`config.mk`:
```
export PLATFORM = sky130hd
export DESIGN_NAME = adder_rr_scheduler
export DESIGN_NICKNAME = d
export VERILOG_FILES = /design/src/rtl/adder_sched_pkg.sv /design/src/rtl/tag_delay_line.sv /design/src/rtl/adder_rr_scheduler.sv
export SDC_FILE = /design/constraint.sdc
export NUM_CORES = 1
export LEC_CHECK = 0
export CAP_MARGIN = 15
export CORE_AREA = 3 3 171 173
export DETAILED_ROUTE_END_ITERATION = 6
export DIE_AREA = 0 0 174 176
export PLACE_DENSITY = 0.58
export SYNTH_ARGS = -nofsm -noshare
export SYNTH_HDL_FRONTEND = slang
export SYNTH_HIERARCHICAL = 1
export SYNTH_SLANG_ARGS = --single-unit
```
`constraint.sdc`:
```
create_clock -name clk -period 8.4 [get_ports clk]
set_input_delay 0.84 -clock clk [delete_from_list [all_inputs] [get_ports clk]]
set_output_delay 0.84 -clock clk [all_outputs]
set_load 0.02 [all_outputs]
```
`src/rtl/adder_sched_pkg.sv`:
```
// Shared types and arbitration helper for the round-robin adder scheduler.
package adder_sched_pkg;

  localparam int ADD_LAT = 4;

  typedef struct packed {
    logic       valid;
    logic [2:0] id;
  } tag_t;

  // First valid requester at or above ptr, wrapping at n-1; one-hot, zero if none.
  function automatic logic [7:0] rr_pick(input logic [7:0] valid, input logic [2:0] ptr,
                                         input int n);
    logic [7:0] gnt;
    logic [2:0] idx;
    gnt = '0;
    for (int k = 7; k >= 0; k--) begin
      if (k < n) begin
        idx = 3'((int'(ptr) + k) % n);
        if (valid[idx]) gnt = 8'(1) << idx;
      end
    end
    return gnt;
  endfunction

endpackage

```
`src/rtl/tag_delay_line.sv`:
```
// Requester-id/valid shift register that tracks operations through the external adder.
module tag_delay_line
  import adder_sched_pkg::*;
#(
  parameter int LAT = ADD_LAT
) (
  input  logic clk,
  input  logic reset,
  input  tag_t tag_i,
  output tag_t tag_o,
  output logic busy_o
);

  // Stage 0 lines up with the registered add_* operands, stage LAT with add_sum/add_cout.
  tag_t tag_q [LAT:0];

  always_ff @(posedge clk or posedge reset) begin
    if (reset) begin
      for (int k = 0; k <= LAT; k++) tag_q[k] <= '0;
    end else begin
      tag_q[0] <= tag_i;
      for (int k = 1; k <= LAT; k++) tag_q[k] <= tag_q[k-1];
    end
  end

  always_comb begin
    busy_o = 1'b0;
    for (int k = 0; k <= LAT; k++) busy_o = busy_o | tag_q[k].valid;
  end

  assign tag_o = tag_q[LAT];

endmodule

```
`src/rtl/adder_rr_scheduler.sv`:
```
// Round-robin front end sharing one external pipelined adder among NUM_REQ requesters.
module adder_rr_scheduler
  import adder_sched_pkg::*;
#(
  parameter int NUM_REQ = 4,
  parameter int LAT     = ADD_LAT,
  parameter int WIDTH   = 32
) (
  input  logic                     clk,
  input  logic                     reset,
  input  logic [NUM_REQ-1:0]       req_valid,
  input  logic [NUM_REQ*WIDTH-1:0] req_a,
  input  logic [NUM_REQ*WIDTH-1:0] req_b,
  input  logic [NUM_REQ-1:0]       req_cin,
  output logic [NUM_REQ-1:0]       req_ready,
  output logic [WIDTH-1:0]         add_a,
  output logic [WIDTH-1:0]         add_b,
  output logic                     add_cin,
  input  logic [WIDTH-1:0]         add_sum,
  input  logic                     add_cout,
  output logic [NUM_REQ-1:0]       rsp_valid,
  output logic [WIDTH-1:0]         rsp_sum,
  output logic                     rsp_cout,
  input  logic                     flush,
  output logic                     idle,
  output logic [31:0]              op_count
);

  localparam int PW = (NUM_REQ > 1) ? $clog2(NUM_REQ) : 1;

  logic [PW-1:0]      ptr_q, ptr_d;
  logic [7:0]         gnt_ext;
  logic               xfer;
  logic [2:0]         gnt_id;
  logic [WIDTH-1:0]   sel_a, sel_b;
  logic               sel_cin;
  logic [WIDTH-1:0]   add_a_q, add_b_q;
  logic               add_cin_q;
  logic [NUM_REQ-1:0] rsp_valid_q, rsp_valid_d;
  logic [WIDTH-1:0]   rsp_sum_q;
  logic               rsp_cout_q;
  logic [31:0]        op_count_q;
  tag_t               tag_in, tag_out;
  logic               tags_busy;

  assign gnt_ext   = rr_pick(8'(req_valid), 3'(ptr_q), NUM_REQ);
  assign req_ready = flush ? '0 : gnt_ext[NUM_REQ-1:0];
  // A grant is only ever given to a valid requester, so any grant bit is a transfer.
  assign xfer      = ~flush & (|gnt_ext);

  always_comb begin
    gnt_id  = '0;
    sel_a   = '0;
    sel_b   = '0;
    sel_cin = 1'b0;
    for (int i = 0; i < NUM_REQ; i++) begin
      if (req_ready[i]) begin
        gnt_id  = 3'(i);
        sel_a   = req_a[i*WIDTH +: WIDTH];
        sel_b   = req_b[i*WIDTH +: WIDTH];
        sel_cin = req_cin[i];
      end
    end
  end

  assign ptr_d        = xfer ? PW'((int'(gnt_id) + 1) % NUM_REQ) : ptr_q;
  assign tag_in.valid = xfer;
  assign tag_in.id    = gnt_id;

  tag_delay_line #(.LAT(LAT)) u_tags (
    .clk    (clk),
    .reset  (reset),
    .tag_i  (tag_in),
    .tag_o  (tag_out),
    .busy_o (tags_busy)
  );

  always_comb begin
    rsp_valid_d = '0;
    for (int i = 0; i < NUM_REQ; i++)
      if (tag_out.valid && tag_out.id == 3'(i)) rsp_valid_d[i] = 1'b1;
  end

  always_ff @(posedge clk or posedge reset) begin
    if (reset) begin
      ptr_q       <= '0;
      add_a_q     <= '0;
      add_b_q     <= '0;
      add_cin_q   <= 1'b0;
      rsp_valid_q <= '0;
      rsp_sum_q   <= '0;
      rsp_cout_q  <= 1'b0;
      op_count_q  <= '0;
    end else begin
      ptr_q       <= ptr_d;
      rsp_valid_q <= rsp_valid_d;
      rsp_sum_q   <= add_sum;
      rsp_cout_q  <= add_cout;
      if (xfer) begin
        add_a_q    <= sel_a;
        add_b_q    <= sel_b;
        add_cin_q  <= sel_cin;
        op_count_q <= op_count_q + 32'd1;
      end
    end
  end

  assign add_a     = add_a_q;
  assign add_b     = add_b_q;
  assign add_cin   = add_cin_q;
  assign rsp_valid = rsp_valid_q;
  assign rsp_sum   = rsp_sum_q;
  assign rsp_cout  = rsp_cout_q;
  assign op_count  = op_count_q;
  assign idle      = ~tags_busy & ~(|rsp_valid_q) & ~xfer;

endmodule

```
==> qor.yml <==
path_max_fanout: 19
p_per_area_mw_per_mm2: 374
synthCells: 737
whs_ns: 0.345
synth-compound-area-share: 0.267
synth-xor-area-share: 0.0355
yosys.area_share.simple: 0.0982
ant_nets: 0
synth_top_family_by_area: "compound AO/OA/AOI/OAI gates"
grt_setup_unrepaired: "no"
routed-via-count: 7800
whs_path_depth: 0
vias_per_cell: 5.13
fmax_mhz: 178
ir_worst_vdd_mv: 0.261
ys.flop_type: "dfrtp_1"
cts_setup_buffers: 0
initial_core_util: 0.275
nFillCells: 2657
drive_gt1_frac: 0.0534
synth_edf_count: 0
r2r_cells: 9
slew_headroom: 0.318
yosys.cell_types.count: 51
finalCriticalPeriod_ns: 5.61
hold_viol: 0
dieArea_mm2: 0.0306
port_buffers: 438
syn_nets: 1044
synthArstFlopShare: 1.00
dr.pass1.iters: 7
grt_pass1_wl_um: 49300
slew_viol_final: 0
synth_top_cell_by_area: "dfrtp_1"
syn-cell-area_mm2: 0.00764
crit_type: "reg -> out"
synth_seq_cells: 156
clock_path_buffers: 2
antenna_found_initial: 1
setup_viol: 0
muxShareOfSynthArea: 0.0185
gr-total-overflow: 0
drc_errors: 0
boundaryPins: 439
clk-insertion-delay-late_ns: 0.42
grt_max_degree: 92
area_growth_pct: 68.1
min_period_over_period: 0.668
synth.top_cell.area_share: 0.511
syn_area_per_cell_um2: 10.4
clock-sinks: 156
htreeDepth: 4
cp.arrival_ns: 4.77
grt_pass1_vias: 7868
coreArea_mm2: 0.0278
place_hpwl_um: 23400
drt-initial-drc-count: 362
synth_common_cells: "dfrtp_1, nor2_1, o21ai_0"
root_buffer: "clkbuf_16"
track_usage: 0.208
worst_pin_slew_ns: 1.01
tns_ns: 0
status: "finished clean"
maxCapViolCount: 0
endpoint_kind: "primary output"
finalWirelength_um: 33200
yosys-top-cells-area: "dfrtp_1, a32o_1, a32oi_1"
rows: 61
fin_skew_ns: 0.0152
synth_fa_ha_area_frac: 0.0115
gp_congestion: 0.834
cts_resized: 0
synth_seq_area_share: 0.511
start_kind: "register"
p_leak_nw: 4.89
cts_tree: "built"
die_x_um: 174
clk_pin_slew_ns: 0.08
fin_nets: 1436
numCtsBuffers: 17
cts_hold_buf: 0
hp-class: "reg -> reg"
wl_per_cell_um: 21.8
synth.most_common_cell: "dfrtp_1"
crit_required_ns: 7.56
die_y_um: 176
ys_warn_count: 6
metal layers:
layer,up-vias,GRT usage,wire [um]
li1,3625,-,-
met1,3834,0.261,13600
met2,312,0.363,16900
met3,29,0.0505,2130
met4,0,0.0523,599
met5,-,0,0
path summary, 6_finish.rpt:
path,start,end,slack (ns)
setup reg to reg,ptr_q[0],add_a[4],3.78
max in group asynchronous,reset,add_b[15],6.12
min in group asynchronous,reset,op_count[26],0.91
hold / removal,u_tags/tag_q[14],u_tags/tag_o[2],0.34
hold reg to reg,u_tags/tag_q[14],u_tags/tag_o[2],0.34
setup / recovery,ptr_q[0],idle,2.79
critical path, stage by stage, from the launching register on:
cell and delay, ns:
dfrtp_1 0.72, inv_1 0.20, ha_1 0.45, mux4_2 0.66, a211oi_1 0.50, o21ai_0 0.28, o31ai_4 0.29, clkinv_2 0.31
nor3_1 0.27, clkdlybuf4s50_1 0.65
flip-flops by register name, summed over array words and instances (netlist names):
register and cells:
rsp_sum 32, rsp_valid 4, op_count 32, add_cin 1, rsp_cout 1, u_tags/tag_q 16
add_b 32, ptr_q 2, add_a 32, u_tags/tag_o 4
layout by cell type, fill, tap and decap left out, types with 5 or more instances in the layout:
| master | n |
|---|---|
| nand4_1 | 6 |
| nand2_1 | 44 |
| buf_4 | 11 |
| a221oi_1 | 17 |
| clkdlybuf4s50_1 | 437 |
| o21ai_1 | 14 |
| inv_1 | 14 |
| o22ai_1 | 20 |
| o21ai_0 | 53 |
| xnor2_1 | 11 |
| nor4_1 | 11 |
| xor2_1 | 20 |
| nor3_1 | 10 |
| nor2_1 | 64 |
| a31oi_1 | 49 |
| clkbuf_16 | 17 |
| a32oi_1 | 49 |
| ha_1 | 7 |
| a32o_1 | 49 |
| dfrtp_1 | 156 |
| inv_6 | 5 |
| nand3_1 | 15 |
where the power goes:
| part | internal, mW | switching, mW | total (mW) |
|---|---|---|---|
| combinational | 1.10 | 1.76 | 2.86 |
| clock | 0.431 | 0.361 | 0.792 |
| sequential | 1.01 | 0.149 | 1.16 |
| total | 2.54 | 2.27 | 4.81 |
logic make-up after synthesis:
logic type | Yosys count
adder cells (fa/ha/maj) | 7
AND/OR/NAND/NOR | 167
AO/OA/AOI/OAI | 273
buffers and inverters | 93
XOR/XNOR | 31
other | 1
flip-flops | 156
multiplexers | 9
final cells by class:
type / count / area [um2] / area share
Clock inverter: 13 / 150 / 0.0117
Timing Repair Buffer: 449 / 4460 / 0.347
Multi-Input combinational cell: 488 / 3350 / 0.260
Antenna cell: 1 / 2.50 / 0.000195
Inverter: 17 / 70.1 / 0.00545
Tap cell: 378 / 473 / 0.0368
Sequential cell: 156 / 3900 / 0.304
Clock buffer: 19 / 443 / 0.0345
stage by stage:
step                instances  setup slack, ns  power (mW)  area [um2]   util
CTS                      1520             2.72        4.88       12800  0.462
global placement         1488             3.31        4.03       12300  0.441
finish                   1521             2.79        4.81       12900  0.463
detailed placement       1488             3.20        4.07       12300  0.441
global route             1521             2.34        5.12       12900  0.463
floorplan                 737             3.90        2.92        7640      -
Power figures use the tool's default switching activity.
